<file path="src/rtl/i2s_pkg.sv">
// Types and default sizes shared by the I2S transmitter and receiver.
package i2s_pkg;

    localparam int DEF_DATA_W = 24;
    localparam int DEF_SLOT_W = 32;

    typedef struct packed {
        logic [DEF_DATA_W-1:0] left;
        logic [DEF_DATA_W-1:0] right;
    } sample_pair_t;

    typedef enum logic {
        IDLE = 1'b0,
        RUN  = 1'b1
    } state_t;

endpackage

</file>
<file path="src/rtl/i2s_bck_gen.sv">
// Bit-clock divider: registered bck plus one-clk strobes marking the clk in which bck toggles.
module i2s_bck_gen #(
    parameter int CLK_DIV = 4
) (
    input  logic clk,
    input  logic reset_n,
    input  logic en,
    output logic bck,
    output logic bck_rise,
    output logic bck_fall
);

    localparam int CW = (CLK_DIV > 1) ? $clog2(CLK_DIV) : 1;
    localparam logic [CW-1:0] RELOAD = CW'(CLK_DIV - 1);

    logic [CW-1:0] cnt_q, cnt_d;
    logic          bck_q, bck_d;
    logic          tc;

    assign tc = (cnt_q == '0);

    always_comb begin
        cnt_d    = cnt_q;
        bck_d    = bck_q;
        bck_rise = 1'b0;
        bck_fall = 1'b0;
        if (!en) begin
            cnt_d = RELOAD;
            bck_d = 1'b0;
        end else if (tc) begin
            cnt_d    = RELOAD;
            bck_d    = ~bck_q;
            bck_rise = ~bck_q;
            bck_fall = bck_q;
        end else begin
            cnt_d = cnt_q - 1'b1;
        end
    end

    always_ff @(posedge clk or negedge reset_n) begin
        if (!reset_n) begin
            cnt_q <= RELOAD;
            bck_q <= 1'b0;
        end else begin
            cnt_q <= cnt_d;
            bck_q <= bck_d;
        end
    end

    assign bck = bck_q;

endmodule

</file>
<file path="src/rtl/i2s_xmtr.sv">
// I2S master transmitter: holding register, frame sequencer and MSB-first serialiser.
// state | meaning
// IDLE  | bck/lrck/data held low, divider and position cleared; waits for enable
// RUN   | frames running; leaves only at a frame boundary once enable is low
module i2s_xmtr
    import i2s_pkg::*;
#(
    parameter int DATA_W  = DEF_DATA_W,
    parameter int SLOT_W  = DEF_SLOT_W,
    parameter int CLK_DIV = 4
) (
    input  logic              clk,
    input  logic              reset_n,
    input  logic              enable,
    input  logic              s_valid,
    output logic              s_ready,
    input  logic [DATA_W-1:0] s_left,
    input  logic [DATA_W-1:0] s_right,
    output logic              bck,
    output logic              lrck,
    output logic              data,
    output logic              underrun
);

    localparam int FRAME_BITS = 2 * SLOT_W;
    localparam int PW         = $clog2(FRAME_BITS);
    localparam logic [PW-1:0] P_LAST  = PW'(FRAME_BITS - 1);
    localparam logic [PW-1:0] P_SLOT  = PW'(SLOT_W);
    localparam logic [PW-1:0] P_LDATA = PW'(DATA_W);
    localparam logic [PW-1:0] P_RDATA = PW'(SLOT_W + DATA_W);

    state_t                state_q, state_d;
    logic [PW-1:0]         pos_q, pos_d, pos_nx;
    logic                  lrck_q, lrck_d;
    logic                  data_q, data_d;
    logic                  underrun_q, underrun_d;
    logic                  hold_full_q, hold_full_d;
    logic [2*DATA_W-1:0]   hold_q, hold_d;
    logic [2*DATA_W-1:0]   shift_q, shift_d;

    logic run_en, bck_fall, bck_rise_unused;
    logic wrap, frame_start, hs, xfer;

    assign run_en = (state_q == RUN);

    i2s_bck_gen #(.CLK_DIV(CLK_DIV)) u_bck_gen (
        .clk      (clk),
        .reset_n  (reset_n),
        .en       (run_en),
        .bck      (bck),
        .bck_rise (bck_rise_unused),
        .bck_fall (bck_fall)
    );

    // A frame boundary is the falling bck that would start position 0.
    assign wrap        = run_en && bck_fall && (pos_q == P_LAST);
    assign frame_start = enable && ((state_q == IDLE) || wrap);
    assign hs          = s_valid && !hold_full_q;
    assign xfer        = frame_start && hold_full_q;

    always_ff @(posedge clk or negedge reset_n) begin
        if (!reset_n) begin
            state_q <= IDLE;
        end else begin
            state_q <= state_d;
        end
    end

    always_comb begin
        state_d = state_q;
        case (state_q)
            IDLE:    if (enable) state_d = RUN;
            RUN:     if (wrap && !enable) state_d = IDLE;
            default: state_d = IDLE;
        endcase
    end

    always_comb begin
        pos_d       = pos_q;
        pos_nx      = pos_q + 1'b1;
        lrck_d      = lrck_q;
        data_d      = data_q;
        shift_d     = shift_q;
        underrun_d  = frame_start && !hold_full_q;
        hold_d      = hs ? {s_left, s_right} : hold_q;
        hold_full_d = (hold_full_q && !xfer) || hs;

        if (frame_start) begin
            pos_d   = '0;
            lrck_d  = 1'b0;
            data_d  = 1'b0;
            shift_d = hold_full_q ? hold_q : '0;
        end else if (run_en && bck_fall) begin
            if (pos_q == P_LAST) begin
                pos_d  = '0;
                lrck_d = 1'b0;
                data_d = 1'b0;
            end else begin
                pos_d  = pos_nx;
                lrck_d = (pos_nx >= P_SLOT);
                // Left bits follow the p=0 delay slot, right bits the p=SLOT_W one.
                if ((pos_nx <= P_LDATA) || ((pos_nx > P_SLOT) && (pos_nx <= P_RDATA))) begin
                    data_d  = shift_q[2*DATA_W-1];
                    shift_d = shift_q << 1;
                end else begin
                    data_d = 1'b0;
                end
            end
        end
    end

    always_ff @(posedge clk or negedge reset_n) begin
        if (!reset_n) begin
            pos_q       <= '0;
            lrck_q      <= 1'b0;
            data_q      <= 1'b0;
            underrun_q  <= 1'b0;
            hold_full_q <= 1'b0;
            hold_q      <= '0;
            shift_q     <= '0;
        end else begin
            pos_q       <= pos_d;
            lrck_q      <= lrck_d;
            data_q      <= data_d;
            underrun_q  <= underrun_d;
            hold_full_q <= hold_full_d;
            hold_q      <= hold_d;
            shift_q     <= shift_d;
        end
    end

    assign lrck     = lrck_q;
    assign data     = data_q;
    assign underrun = underrun_q;
    assign s_ready  = !hold_full_q;

endmodule
</file>
<file path="config.mk">
export PLATFORM = sky130hd
export DESIGN_NAME = i2s_xmtr
export DESIGN_NICKNAME = d
export VERILOG_FILES = /design/src/rtl/i2s_pkg.sv /design/src/rtl/i2s_bck_gen.sv /design/src/rtl/i2s_xmtr.sv
export SDC_FILE = /design/constraint.sdc
export NUM_CORES = 1
export LEC_CHECK = 0
export CELL_PAD_IN_SITES_DETAIL_PLACEMENT = 0
export CELL_PAD_IN_SITES_GLOBAL_PLACEMENT = 1
export CORE_AREA = 5 5 98 123
export DETAILED_ROUTE_END_ITERATION = 12
export DIE_AREA = 0 0 103 128
export GPL_TIMING_DRIVEN = 0
export PLACE_DENSITY_LB_ADDON = 0.1
export SYNTH_ARGS = -nofsm -noshare
export SYNTH_HDL_FRONTEND = slang
export SYNTH_SLANG_ARGS = --single-unit
</file>
<file path="constraint.sdc">
create_clock -name clk -period 3.9 [get_ports clk]
set_input_delay 1.17 -clock clk [delete_from_list [all_inputs] [get_ports clk]]
set_output_delay 1.17 -clock clk [all_outputs]
set_load 0.03 [all_outputs]
</file>
== Word level (Yosys, flattened, before mapping) ==
Cells that the tools add are included.

* $add $sub $neg: 2
* Magnitude comparators: 4
* Equality and inequality tests: 3
* Mux-type cells: 24
* Bitwise logic cells: 2
* Reductions and logical operators: 19

{| class="wikitable"
|+ Operator list
! kind !! number
|-
| 48-bit 2-to-1 mux || 5
|-
| 6-bit 2-to-1 mux || 3
|-
| 1-bit 2-to-1 mux || 13
|-
| 1-bit logical AND || 9
|-
| 6-bit by 1-bit adder with 6-bit output (second input constant) || 1
|-
| 6-bit equality test (second input constant) || 1
|-
| 6-bit greater-or-equal comparator (second input constant) || 1
|-
| 6-bit > comparator (second input constant) || 1
|-
| 6-bit by 5-bit less-or-equal comparator with 1-bit output (second input constant) || 1
|-
| 6-bit less-or-equal comparator (second input constant) || 1
|-
| 2-bit 2-to-1 mux || 2
|-
| 2-bit nonzero test || 2
|-
| 1-bit logical NOT || 3
|-
| 1-bit logical OR || 3
|-
| 3-bit AND reduction || 1
|-
| 2-bit logical NOT || 1
|-
| 2-bit by 1-bit inequality test with 1-bit output (second input constant) || 1
|-
| 2-bit inequality test (second input constant) || 1
|-
| 1-bit NOT || 2
|-
| 1-bit case mux with 2 select lines || 1
|-
| 2-bit by 1-bit subtractor with 2-bit output (second input constant) || 1
|}

* Bits in registers: 110

== Depth between registers and ports, before layout ==
* Depth after elaboration: 11
* Mapped depth: 10

== Modules after synthesis ==
From an unflattened synthesis, not the netlist that was laid out.

* Cell total of the unflattened synthesis: 470
* Area total of the unflattened synthesis: 5113.7 um^2

{| class="wikitable"
|+ By module, submodules not included
! module !! times used !! cells an instance !! area each (um^2)
|-
| i2s_xmtr || 1 || 457 || 4978.5
|-
| i2s_bck_gen || 1 || 13 || 135.1
|}

== Worst setup path before layout ==
Ideal clock, no wire load.

* Path kind: in2reg
* From: input s_valid
* To: register hold_q[37]
* Setup time: 125 ps
* Arrival time: 2441 ps
* Data required time: 3775 ps
* Setup slack: 1334 ps
* Stages: 4
* Buffers on the path: 2
* Cells stage by stage: nor2b_1 -> clkbuf_1 -> buf_1 -> mux2_2

* Word-level cells in the longest chain between the ends: 1

{| class="wikitable"
|+ Ends and longest elaborated chain
! element !! line !! source
|-
| from (decl) || i2s_xmtr.sv:15 || <nowiki>input logic s_valid,</nowiki>
|-
| 1-bit logical AND || i2s_xmtr.sv:58 || <nowiki>assign hs = s_valid && !hold_full_q;</nowiki>
|-
| to (signal assigned) || i2s_xmtr.sv:127 || <nowiki>hold_q <= hold_d;</nowiki>
|-
| to (decl) || i2s_xmtr.sv:38 || <nowiki>logic [2*DATA_W-1:0] hold_q, hold_d;</nowiki>
|}

No other way between the ends.
A chain may end at the register's enable or synchronous reset.

== Worst setup path after layout ==
* From: register hold_full_q
* To: output s_ready

* Word-level cells in the longest chain between the ends: 1

{| class="wikitable"
|+ Ends and longest elaborated chain
! element !! line !! source
|-
| from (decl) || i2s_xmtr.sv:37 || <nowiki>logic hold_full_q, hold_full_d;</nowiki>
|-
| from (signal assigned) || i2s_xmtr.sv:126 || <nowiki>hold_full_q <= hold_full_d;</nowiki>
|-
| 1-bit logical NOT || i2s_xmtr.sv:135 || <nowiki>assign s_ready = !hold_full_q;</nowiki>
|-
| to (decl) || i2s_xmtr.sv:16 || <nowiki>output logic s_ready,</nowiki>
|}

No other way between the ends.

==> impl_metrics.toml <==
[logic_synthesis]
syn_area_um2 = 5000
synthesis.nets = 516
yosysWarnings = 0
synthCells = 462
synth.avg_cell_area_um2 = 10.8
ys_seq_elements = 110
ys_seq_area_share_pct = 55.1
ys_types = 43

[placement]
gp_congestion = 0.719
port_buffers = 56
dp_hpwl_um = 7080
dp.cells = 654

[worst_setup_path]
cp_max_fo = 10
cp_common_cell = "clkbuf_1"
critical_path.top_delay_family = "buffers and inverters"
arrival_ns = 2.06
slowest_stage = "clkdlybuf4s50_1"
cp.required_ns = 2.73
critPathMaxStageDelay_ns = 0.61
crit_buf_inv = 4
cp-end-kind = "primary output"
cp_cell_sequence = "clkbuf_1, clkbuf_1, inv_1, clkdlybuf4s50_1"
startpoint_type = "register"
criticalPathCategory = "reg2out"

[sta]
period_minus_slack_ns = 3.23
fin_skew_ns = 0.00852
max_freq_mhz = 309
period_share_pct = 82.9
finalHoldViolCount = 0
setup_viol = 0
fin_tns_setup_ns = 0
worst_pin_slew_ns = 0.725
slew_headroom_pct = 51.1
rsz0062_at_grt = "false"
slew_violations = 0

[global_routing]
grtUsageTotal_pct = 16.4
antenna_found_initial = 0
grt_pass1_wl_um = 17300
grt_overflow = 0
grt_pass1_vias = 3664
grt_max_degree = 66

[status]
status = "finished clean"

[route]
drt-initial-drc-count = 106
ant_nets = 0
drc = 0
dr.pass1.iters = 4
viasPerCell = 5.21
wl_per_cell_um = 15.2
routed_wl_um = 10200
route.vias.total = 3491

[clocking]
clockBufferDepth = 2
clk_latency_ns = 0.34
path_clk_slew_ns = 0.07
cts_resized = 0
post_cts_buffers = 0
cts_buffers = 9
cts_root_buffer = "clkbuf_16"
cts_sinks = 110
cts_tree = "yes"
holdBufCountCts = 0
clock_tree.htree_level_count = 3

[power_and_ir_drop]
vdd.ir_drop.worst_mv = 0.219
power_uw = 2600
power_density_nw_per_um2 = 431
power.leakage_uw = 0.00274

[layout]
fillers = 971
seq_area_um2 = 2760
area_growth_syn_to_layout_pct = 20.7
stdcell_count = 670
nets = 584
drive_above_1_share_pct = 17.9
layout_common_cells = "dfrtp_1, nor2_1, clkdlybuf4s50_1"
multi_input_area_um2 = 1850
antennaDiodeCount = 0
final_common_cell = "dfrtp_1"

[worst_hold_path]
holdCritPathClass = "reg2reg"

[floorplanning]
dieHeight_um = 128
start_util_pct = 46.0
core_um2 = 10900
row_count = 43
die-area_um2 = 13200
io_pins = 57
die_w_um = 103

[flow_run]
drv_cap = 0
-- state kept, by name (all words and copies together) (netlist names) --
register and count:
hold_q 48, shift_q 48, pos_q 6, u_bck_gen.cnt_q 2, data 1, hold_full_q 1, lrck 1, run_en 1
u_bck_gen.bck 1, underrun 1
-- metrics by stage --
step	setup slack, ns	cell area, um2	util [%]	hold WS [ns]
3_5_place_dp	0.285	5760	53.0	0.447
5_1_grt	0.557	6040	55.5	0.478
3_3_place_gp	-2.66	5730	52.7	0.435
4_1_cts	0.641	6040	55.5	0.464
2_1_floorplan	1.33	5000	-	0.429
6_report	0.666	6040	55.5	0.461
-- worst reg2reg max path: stages (launching register included) --
cell,delay (ns)
dfrtp_1,0.39
ha_1,0.21
buf_6,0.14
nand3_2,0.14
xor2_1,0.18
or4b_1,0.50
and3_4,0.22
o31ai_4,0.30
buf_6,0.21
buf_12,0.15
a211oi_1,0.07
-- cells in the mapped netlist, drive strengths merged --
cell    instances  area share, %
nand3b          1           0.15
nor2b           1           0.13
nor3            1           0.20
buf            16            2.7
nand2b          4           0.50
nor4b           1           0.18
inv            53            4.0
and3            3           0.48
or3             2           0.25
nand2          14            1.1
mux2           48             11
a21o            4           0.60
ha              2           0.50
o31ai           3           0.73
nand3           3           0.40
xor2            1           0.18
a22o            3           0.53
a211oi         47            8.1
and2            1           0.13
or4b            1           0.20
a22oi           1           0.15
nand4b          1           0.18
a21oi          53            5.3
o21ai           9           0.90
o21a            1           0.15
a31oi           2           0.25
nor2           55            4.1
xnor2           2           0.35
dfrtp         108             54
a311oi          1           0.18
clkbuf         16            1.2
o21ba           1           0.20
a32o            1           0.20
dfstp           2            1.1
-- area by class of cell --
| class | instances | share of cell area, % |
|---|---|---|
| Multi-Input combinational cell | 267 | 30.7 |
| Clock inverter | 4 | 0.539 |
| Sequential cell | 110 | 45.6 |
| Timing Repair Buffer | 57 | 9.70 |
| Tap cell | 135 | 2.80 |
| Buffer | 32 | 3.25 |
| Inverter | 53 | 3.30 |
| Clock buffer | 12 | 4.08 |
-- metal layers --
layer | global-route usage, % | wire length, um
met5 | 0 | 0
met4 | 4.12 | 108
met3 | 4.03 | 402
met2 | 26.9 | 4910
met1 | 21.9 | 4760
-- final timing paths --
check	from	to	slack [ns]	cells past startpoint
max	hold_full_q$_DFF_PN0_	s_ready	0.67	4
min in group asynchronous	reset_n	underrun$_DFF_PN0_	0.84	1
min reg2reg	u_bck_gen.cnt_q[0]$_DFF_PN1_	u_bck_gen.cnt_q[0]$_DFF_PN1_	0.46	1
max reg2reg	pos_q[0]$_DFFE_PN0P_	shift_q[37]$_DFFE_PN0P_	1.27	10
max in group asynchronous	reset_n	shift_q[30]$_DFFE_PN0P_	2.32	2
min	u_bck_gen.cnt_q[0]$_DFF_PN1_	u_bck_gen.cnt_q[0]$_DFF_PN1_	0.46	1
-- power by group --
group / switching (uW) / internal [uW]
clock: 409 / 454
combinational: 104 / 197
sequential: 100 / 1330
-- cells by family after synthesis --
family | Yosys count | synth area share [%]
AND/OR/NAND/NOR | 88 | 7.95
XOR/XNOR | 3 | 0.525
AO/OA/AOI/OAI | 126 | 17.2
multiplexers | 48 | 10.8
buffers and inverters | 85 | 7.90
adder cells (fa/ha/maj) | 2 | 0.500
flip-flops | 110 | 55.1
Power figures use the tool's default switching activity.
==> variant, RTL diff (config.mk and constraints unchanged) <==
Make the reset (`reset_n`) synchronous in 3 clocked blocks.
--- a/src/rtl/i2s_bck_gen.sv
+++ b/src/rtl/i2s_bck_gen.sv
@@ -37,7 +37,7 @@
         end
     end
 
-    always_ff @(posedge clk or negedge reset_n) begin
+    always_ff @(posedge clk) begin
         if (!reset_n) begin
             cnt_q <= RELOAD;
             bck_q <= 1'b0;
--- a/src/rtl/i2s_xmtr.sv
+++ b/src/rtl/i2s_xmtr.sv
@@ -58,7 +58,7 @@
     assign hs          = s_valid && !hold_full_q;
     assign xfer        = frame_start && hold_full_q;
 
-    always_ff @(posedge clk or negedge reset_n) begin
+    always_ff @(posedge clk) begin
         if (!reset_n) begin
             state_q <= IDLE;
         end else begin
@@ -109,7 +109,7 @@
         end
     end
 
-    always_ff @(posedge clk or negedge reset_n) begin
+    always_ff @(posedge clk) begin
         if (!reset_n) begin
             pos_q       <= '0;
             lrck_q      <= 1'b0;
Function: differs if reset_n is asserted again (counterexample within 4 cycles, from zero or initial values and one cycle with reset_n low); with reset_n held inactive, the same outputs for 10 cycles.
==> variant against the original RTL <==
- worst hold slack worse by 0.076 ns
- synthesized cell count rose by 17%
- combinational power down 42%
- design area fell by 5.9%
- synthesized area decreased by 6.8%
- register-to-register slack got worse by 0.20 ns
- global-route usage fell by 1.3 points
- total power decreased by 14%
- routed wire length decreased by 5.1%
- sequential cell count did not move
- worst setup slack improved by 0.12 ns
- die area is the same
- sequential share of layout area shrank 6.9 points
==> variant: results (changes against the original RTL) <==
Main synth FF type dfxtp_1; GRT Util Overall 0.152 (-0.0126); synth unique cells 44 (+2.3%); area of the multi-input gates 2250 µm² (+21%); Synth Area per Inst 8.63 µm² (-20%); largest net degree at the start of global routing 18 (-73%); Crit path arrival time 3.38 ns (+1.32 ns); Slew headroom 0.653 (+0.142); Signal buf overhead 0.130 (about the same); sequential cell area share 0.388 (-0.0685); Comb. pwr 0.175 mW (-42%); nonclk inv count 9 (-83%); Synth Area in Compound Gates 0.179 (+0.00619); Max IR drop VDD 0.226 mV (+3.1%); share of cells above drive strength 1 0.0540 (-0.125); Seq/Total Area, Yosys 0.472 (-0.0783); internal power 1.74 mW (-12%); post-synthesis mux area share 0.0969 (-0.0111); clock group share of total power 0.396 (+0.064); CLK BUF 9 (-3); routed wire length 9.66 mm (-5.1%); fraction of area in multi-input gates 0.396 (+0.0895); nonclk buf count 92 (+3.4%); dpl ws 0.407 ns (+0.123 ns); DRT iter0 DRCs 115 (+8.5%); commonest cells in the netlist 160 x nand2_1, 110 x dfxtp_1, 47 x o21ai_1; RD Place Congestion 0.800 (+11%); Final clock-cell share 0.0505 (+0.00425); outcome finished, final reports clean; Synth Area in Adders 0.00805 (+0.00305)
==> variant: path summary, 6_finish.rpt <==
check,end,cells past startpoint,startpoint,slack (ns)
setup reg to reg,shift_q[17],10,pos_q[0],1.07
setup / recovery,shift_q[17],9,enable,0.78
hold / removal,u_bck_gen.cnt_q[0],1,u_bck_gen.cnt_q[0],0.38
hold reg to reg,u_bck_gen.cnt_q[0],1,u_bck_gen.cnt_q[0],0.38
==> variant: worst register-to-register path: stages (launching register included) <==
cell and delay (ns):
dfxtp_1 0.52, ha_1 0.20, buf_2 0.20, nand3_1 0.19, o32a_1 0.45, nor2_1 0.26, and2_1 0.16, buf_2 0.21
clkbuf_1 0.39, nand2_1 0.11, o21ai_1 0.08
==> variant: routing by layer <==
layer / part of all wire / routed length (µm) / track usage / up-vias
li1: - / - / - / 1938
met2: 0.48 / 4680 / 0.255 / 66
met5: 0 / 0 / 0 / -
met3: 0.034 / 329 / 0.0299 / 16
met1: 0.46 / 4460 / 0.194 / 1732
met4: 0.020 / 190 / 0.0488 / 0
